**src/rtl/dff_scan_sequencer.sv**
```systemverilog
// Fixed-timing load/shift sequencer for a DFF chain readout, with per-lane
// saturating error counters and a completed-scan counter.
module dff_scan_sequencer #(
   parameter int unsigned LANES     = 10,
   parameter int unsigned CHAIN_LEN = 64,
   parameter int unsigned CNT_W     = 12,
   parameter int unsigned SHIFT_DIV = 4,
   parameter logic        EXP_VAL   = 1'b1
) (
   input  logic                   CLK,
   input  logic                   RST_B,
   input  logic                   start,
   input  logic                   clear_cnt,
   input  logic [LANES-1:0]       q_in,
   output logic                   load_out,
   output logic                   shift_clk_out,
   output logic                   busy,
   output logic                   done,
   output logic [LANES*CNT_W-1:0] err_cnt,
   output logic [15:0]            scan_count
);

   localparam int unsigned DIV_W = (SHIFT_DIV > 1) ? $clog2(SHIFT_DIV) : 1;
   localparam int unsigned BIT_W = (CHAIN_LEN > 1) ? $clog2(CHAIN_LEN) : 1;
   localparam logic [DIV_W-1:0] DIV_LAST = DIV_W'(SHIFT_DIV - 1);
   localparam logic [BIT_W-1:0] BIT_LAST = BIT_W'(CHAIN_LEN - 1);
   localparam logic [CNT_W-1:0] CNT_MAX  = '1;

   typedef enum logic [1:0] {StIdle, StLoad, StShift, StDone} state_e;

   state_e                 state_q, state_d;
   logic [DIV_W-1:0]       div_q, div_d;
   logic                   hi_q, hi_d;
   logic [BIT_W-1:0]       bit_q, bit_d;
   logic                   phase_end;
   logic                   sample;
   logic                   load_q, shclk_q, busy_q, done_q;
   logic [15:0]            scan_count_q;
   logic [LANES*CNT_W-1:0] err_q, err_d;

   assign phase_end = (div_q == DIV_LAST);

   // hi_q selects the high half of the current shift-clock period.
   always_comb begin
      state_d = state_q;
      div_d   = div_q;
      hi_d    = hi_q;
      bit_d   = bit_q;
      sample  = 1'b0;
      case (state_q)
         StIdle: begin
            if (start) begin
               state_d = StLoad;
               div_d   = '0;
               hi_d    = 1'b0;
            end
         end
         StLoad: begin
            if (phase_end) begin
               div_d = '0;
               if (hi_q) begin
                  state_d = StShift;
                  hi_d    = 1'b0;
                  bit_d   = '0;
               end else begin
                  hi_d = 1'b1;
               end
            end else begin
               div_d = div_q + 1'b1;
            end
         end
         StShift: begin
            sample = !hi_q && phase_end;
            if (phase_end) begin
               div_d = '0;
               if (hi_q) begin
                  hi_d  = 1'b0;
                  bit_d = bit_q + 1'b1;
               end else if (bit_q == BIT_LAST) begin
                  state_d = StDone;
               end else begin
                  hi_d = 1'b1;
               end
            end else begin
               div_d = div_q + 1'b1;
            end
         end
         StDone:  state_d = StIdle;
         default: state_d = StIdle;
      endcase
   end

   // Clear takes priority over a coincident sample.
   always_comb begin
      err_d = err_q;
      if (clear_cnt) begin
         err_d = '0;
      end else if (sample) begin
         for (int unsigned n = 0; n < LANES; n++) begin
            if (q_in[n] != EXP_VAL && err_q[n*CNT_W +: CNT_W] != CNT_MAX) begin
               err_d[n*CNT_W +: CNT_W] = err_q[n*CNT_W +: CNT_W] + 1'b1;
            end
         end
      end
   end

   always_ff @(posedge CLK or negedge RST_B) begin
      if (!RST_B) begin
         state_q      <= StIdle;
         div_q        <= '0;
         hi_q         <= 1'b0;
         bit_q        <= '0;
         load_q       <= 1'b0;
         shclk_q      <= 1'b0;
         busy_q       <= 1'b0;
         done_q       <= 1'b0;
         scan_count_q <= '0;
         err_q        <= '0;
      end else begin
         state_q <= state_d;
         div_q   <= div_d;
         hi_q    <= hi_d;
         bit_q   <= bit_d;
         load_q  <= (state_d == StLoad);
         shclk_q <= hi_d && (state_d == StLoad || state_d == StShift);
         busy_q  <= (state_d == StLoad || state_d == StShift);
         done_q  <= (state_d == StDone);
         err_q   <= err_d;
         if (state_d == StDone) begin
            scan_count_q <= scan_count_q + 16'd1;
         end
      end
   end

   assign load_out      = load_q;
   assign shift_clk_out = shclk_q;
   assign busy          = busy_q;
   assign done          = done_q;
   assign err_cnt       = err_q;
   assign scan_count    = scan_count_q;

endmodule

```
**config.mk**
```make
export PLATFORM = sky130hd
export DESIGN_NAME = dff_scan_sequencer
export DESIGN_NICKNAME = d
export VERILOG_FILES = /design/src/rtl/dff_scan_sequencer.sv
export SDC_FILE = /design/constraint.sdc
export NUM_CORES = 1
export LEC_CHECK = 0
export ABC_AREA = 1
export CAP_MARGIN = 20
export CORE_ASPECT_RATIO = 0.9
export CORE_MARGIN = 4
export CORE_UTILIZATION = 39
export CTS_BUF_LIST = sky130_fd_sc_hd__clkbuf_16
export DETAILED_ROUTE_END_ITERATION = 10
export PLACE_DENSITY_LB_ADDON = 0.3
export SYNTH_ARGS = -nofsm -noshare
export SYNTH_HDL_FRONTEND = slang
export SYNTH_SLANG_ARGS = --single-unit
export TNS_END_PERCENT = 1
```
**constraint.sdc**
```tcl
create_clock -name CLK -period 6.41 [get_ports CLK]
set_input_delay 1.282 -clock CLK [delete_from_list [all_inputs] [get_ports CLK]]
set_output_delay 1.282 -clock CLK [all_outputs]
set_load 0.005 [all_outputs]
```
==> flow_summary_export.csv <==
group,metric,value,unit
pwr,leakage,0.00544,uW
clock_network,post_cts_buffers,0,
grt,antenna_found_initial,0,
clock_network,cts_sinks,151,
layout,final_cell_mix,"465 x nand2_1, 184 x nor2_1, 177 x nand3_1",
routing,wl_per_cell,13.1,um
timing,worst_pin_slew,0.914,ns
logic_synthesis,syn_area,9560,um^2
grt,grt_pass1_wl,41.4,mm
placed_design,placement.io_buffers,153,
routing,wl_met3,1.42,mm
routing,wirelength,24.1,mm
placed_design,dpl.hpwl,16.7,mm
clock_network,htreeDepth,4,
logic_synthesis,synth_area_per_cell,6.89,um^2
logic_synthesis,async_flop_share,1.00,
floorplan,io-pin-count,154,
layout,area_growth,24.7,%
floorplan,die_area,27100,um^2
worst_setup_path,crit_required,6.75,ns
floorplan,initial_utilization,0.395,
worst_setup_path,r2r_cells,14,
routing,via_per_inst,5.00,
clock_network,cts-buffers-inserted,17,
timing,rsz0062_at_grt,"no",
worst_setup_path,cp-start-kind,"input port",
logic_synthesis,synth_edf_count,0,
worst_setup_path,crit_chain,"buf_2 > buf_4 > inv_4 > buf_4 > nand2_2 > inv_2 > nand2_1 > o21ai_1",
layout,fin_util,0.493,
worst_setup_path,crit_path_end_kind,"register",
placed_design,place_congestion,0.888,
logic_synthesis,synth-main-ff-cell,"dfrtp_1",
worst_setup_path,crit_top_cell,"buf_4",
grt,globalRouteOverflowTotal,0,
timing,post-route-period-util,0.518,
layout,drive_above_1_share,0.0618,
grt,grt_pass1_vias,8599,
floorplan,core,24200,um^2
logic_synthesis,yosysWarnings,0,
logic_synthesis,synth-seq-cells,151,
layout,diodes,0,
floorplan,die_w,173,um
grt,grt_max_degree,97,
worst_setup_path,cp.arrival,3.66,ns
worst_setup_path,cp.depth,8,
run,maxCapViolations,0,
logic_synthesis,ys_seq_area_frac,0.395,
routing,drtAntennaViolNets,0,
routing,first_iter_violations,743,
pwr,powerDensity,207,nW/um^2
worst_setup_path,critPathMaxStageDelay,0.69,ns
timing,fin_tns_setup,0,ns
timing,max_freq,0.301,GHz
logic_synthesis,synth_top_area_cell,"dfrtp_1",
timing,min_period,3.32,ns
layout,fin_nets,1560,
logic_synthesis,yosys.area.top_type_share,0.395,
routing,met2WireLength,10.8,mm
routing,drc,0,
layout,regArea,3780,um^2
layout,final_area,11900,um^2
hold_path,whs_path_depth,2,
clock_network,cts_max_path_buffers,2,
clock_network,cts_resized,0,
clock_network,postCtsHoldBufs,0,
logic_synthesis,synth_nets,1422,
routing,highest_layer,"met4",
grt,grt_util_all_layers,0.180,
worst_setup_path,path_delay_family,"buffers and inverters",
clock_network,cts_tree,"done",
pwr,irDropWorstVdd,202,uV
timing,setup_viol,0,
worst_setup_path,worstPathMaxFanout,73,
layout,layout_commonest_cell,"nand2_1",
worst_setup_path,crit_buf_inv,5,
timing,relSlewSlack,0.391,
logic_synthesis,ys_types,37,
routing,vias,9223,
logic_synthesis,postSynthCellCount,1387,
worst_setup_path,crit_slowest_cell,"inv_4",
timing,final_hold_viol_count,0,
timing,clock_skew,0.00887,ns
logic_synthesis,ys_top_cells_by_area,"dfrtp_1 40%, nand2_1 18%, nand3_1 9.3%, nor2_1 7.2%, inv_1 5.1%",
placed_design,postPlaceCellArea,11300,um^2
outcome,status,"finished, final reports clean",
clock_network,clk_latency,0.42,ns
layout,multiInputGateArea,5000,um^2
hold_path,hp-class,"reg2reg",
routing,drt-pass1-iter-count,5,
timing,holdWs,0.501,ns
clock_network,clk_pin_slew,0.06,ns
floorplan,row_count,54,
routing,wl_met1,11.7,mm
floorplan,die_height,157,um
timing,finalMaxSlewViolations,0,
clock_network,root_buffer,"clkbuf_16",
worst_setup_path,critical_path_class,"in2reg",
layout,fillerInstances,2382,
[registers in the layout, summed over array words and instances (netlist names)]
signal,count
err_cnt,120
scan_count,16
bit_q,6
div_q,2
state_q,2
busy,1
done,1
hi_q,1
load_out,1
shift_clk_out,1
[power by group]
part	total, uW	leakage [uW]	switching (uW)	internal [uW]
Sequential	1040	0.00206	42.5	996
Clock	1130	0.000324	403	727
Combinational	300	0.00305	177	123
Total	2470	0.00544	622	1850
[cell families (layout without fill, tap and decap cells)]
logic type,after synthesis,count (layout),share of synthesized area
AOI/OAI and AO/OA,73,73,0.0457
DFF,151,151,0.395
xor gates and xnor gates,28,28,0.0257
adders and majority gates,21,21,0.0275
buffers and inverters,180,330,0.0818
and+or+nand+nor,934,934,0.424
[cell usage after synthesis, types with 4 or more instances]
cell type    n
xnor2_1      4
nor2_2       9
buf_1        6
o21bai_1     8
xor2_1      24
nor2_1     184
dfrtp_1    151
buf_2       11
o21ai_1     34
nor3_1       7
o21ai_0     10
nand2_2     18
buf_4        5
nand2_1    465
clkbuf_1     7
buf_6        9
nand3_1    177
inv_1      131
a21oi_1      8
or2_2        8
nand4_1     47
a21o_1       4
ha_1        21
nor3b_1      8
inv_2        8
nor2_4       6
[path summary, 6_finish.rpt]
kind	from	to	slack, ns
min in group asynchronous	RST_B	err_cnt[41]	0.91
max in group asynchronous	RST_B	err_cnt[119]	4.24
setup reg to reg	state_q[0]	scan_count[14]	3.65
setup / recovery	clear_cnt	err_cnt[101]	3.09
hold / removal	bit_q[1]	bit_q[1]	0.50
hold reg to reg	bit_q[1]	bit_q[1]	0.50
[through the flow]
stage | instances | total power, uW | setup WS [ns]
2_1_floorplan | 1387 | 1230 | 3.48
3_3_place_gp | 1814 | 1350 | 2.72
3_5_place_dp | 1814 | 1360 | 2.66
4_1_cts | 1845 | 2500 | 3.11
5_1_grt | 1845 | 2590 | 2.85
6_report | 1845 | 2470 | 3.09
[worst min-delay path: cells and delay by family, from the launching register on]
family | cells | cell delay [ns]
DFF | 1 | 0.37
and+or+nand+nor | 2 | 0.11
[per-layer routing]
metal | GRT usage | vias to the layer above
met4 | 0.0437 | 0
li1 | - | 4709
met2 | 0.285 | 237
met3 | 0.0486 | 23
met1 | 0.247 | 4254
met5 | 0 | -
[area by class of cell]
class,count,area share
multi-input cells,1056,0.419
flip-flops and latches,151,0.317
repair buffers,157,0.131
inverters,142,0.0454
clock buffers,17,0.0357
well taps,308,0.0323
clock inverters,14,0.0194
Power figures use the tool's default switching activity.
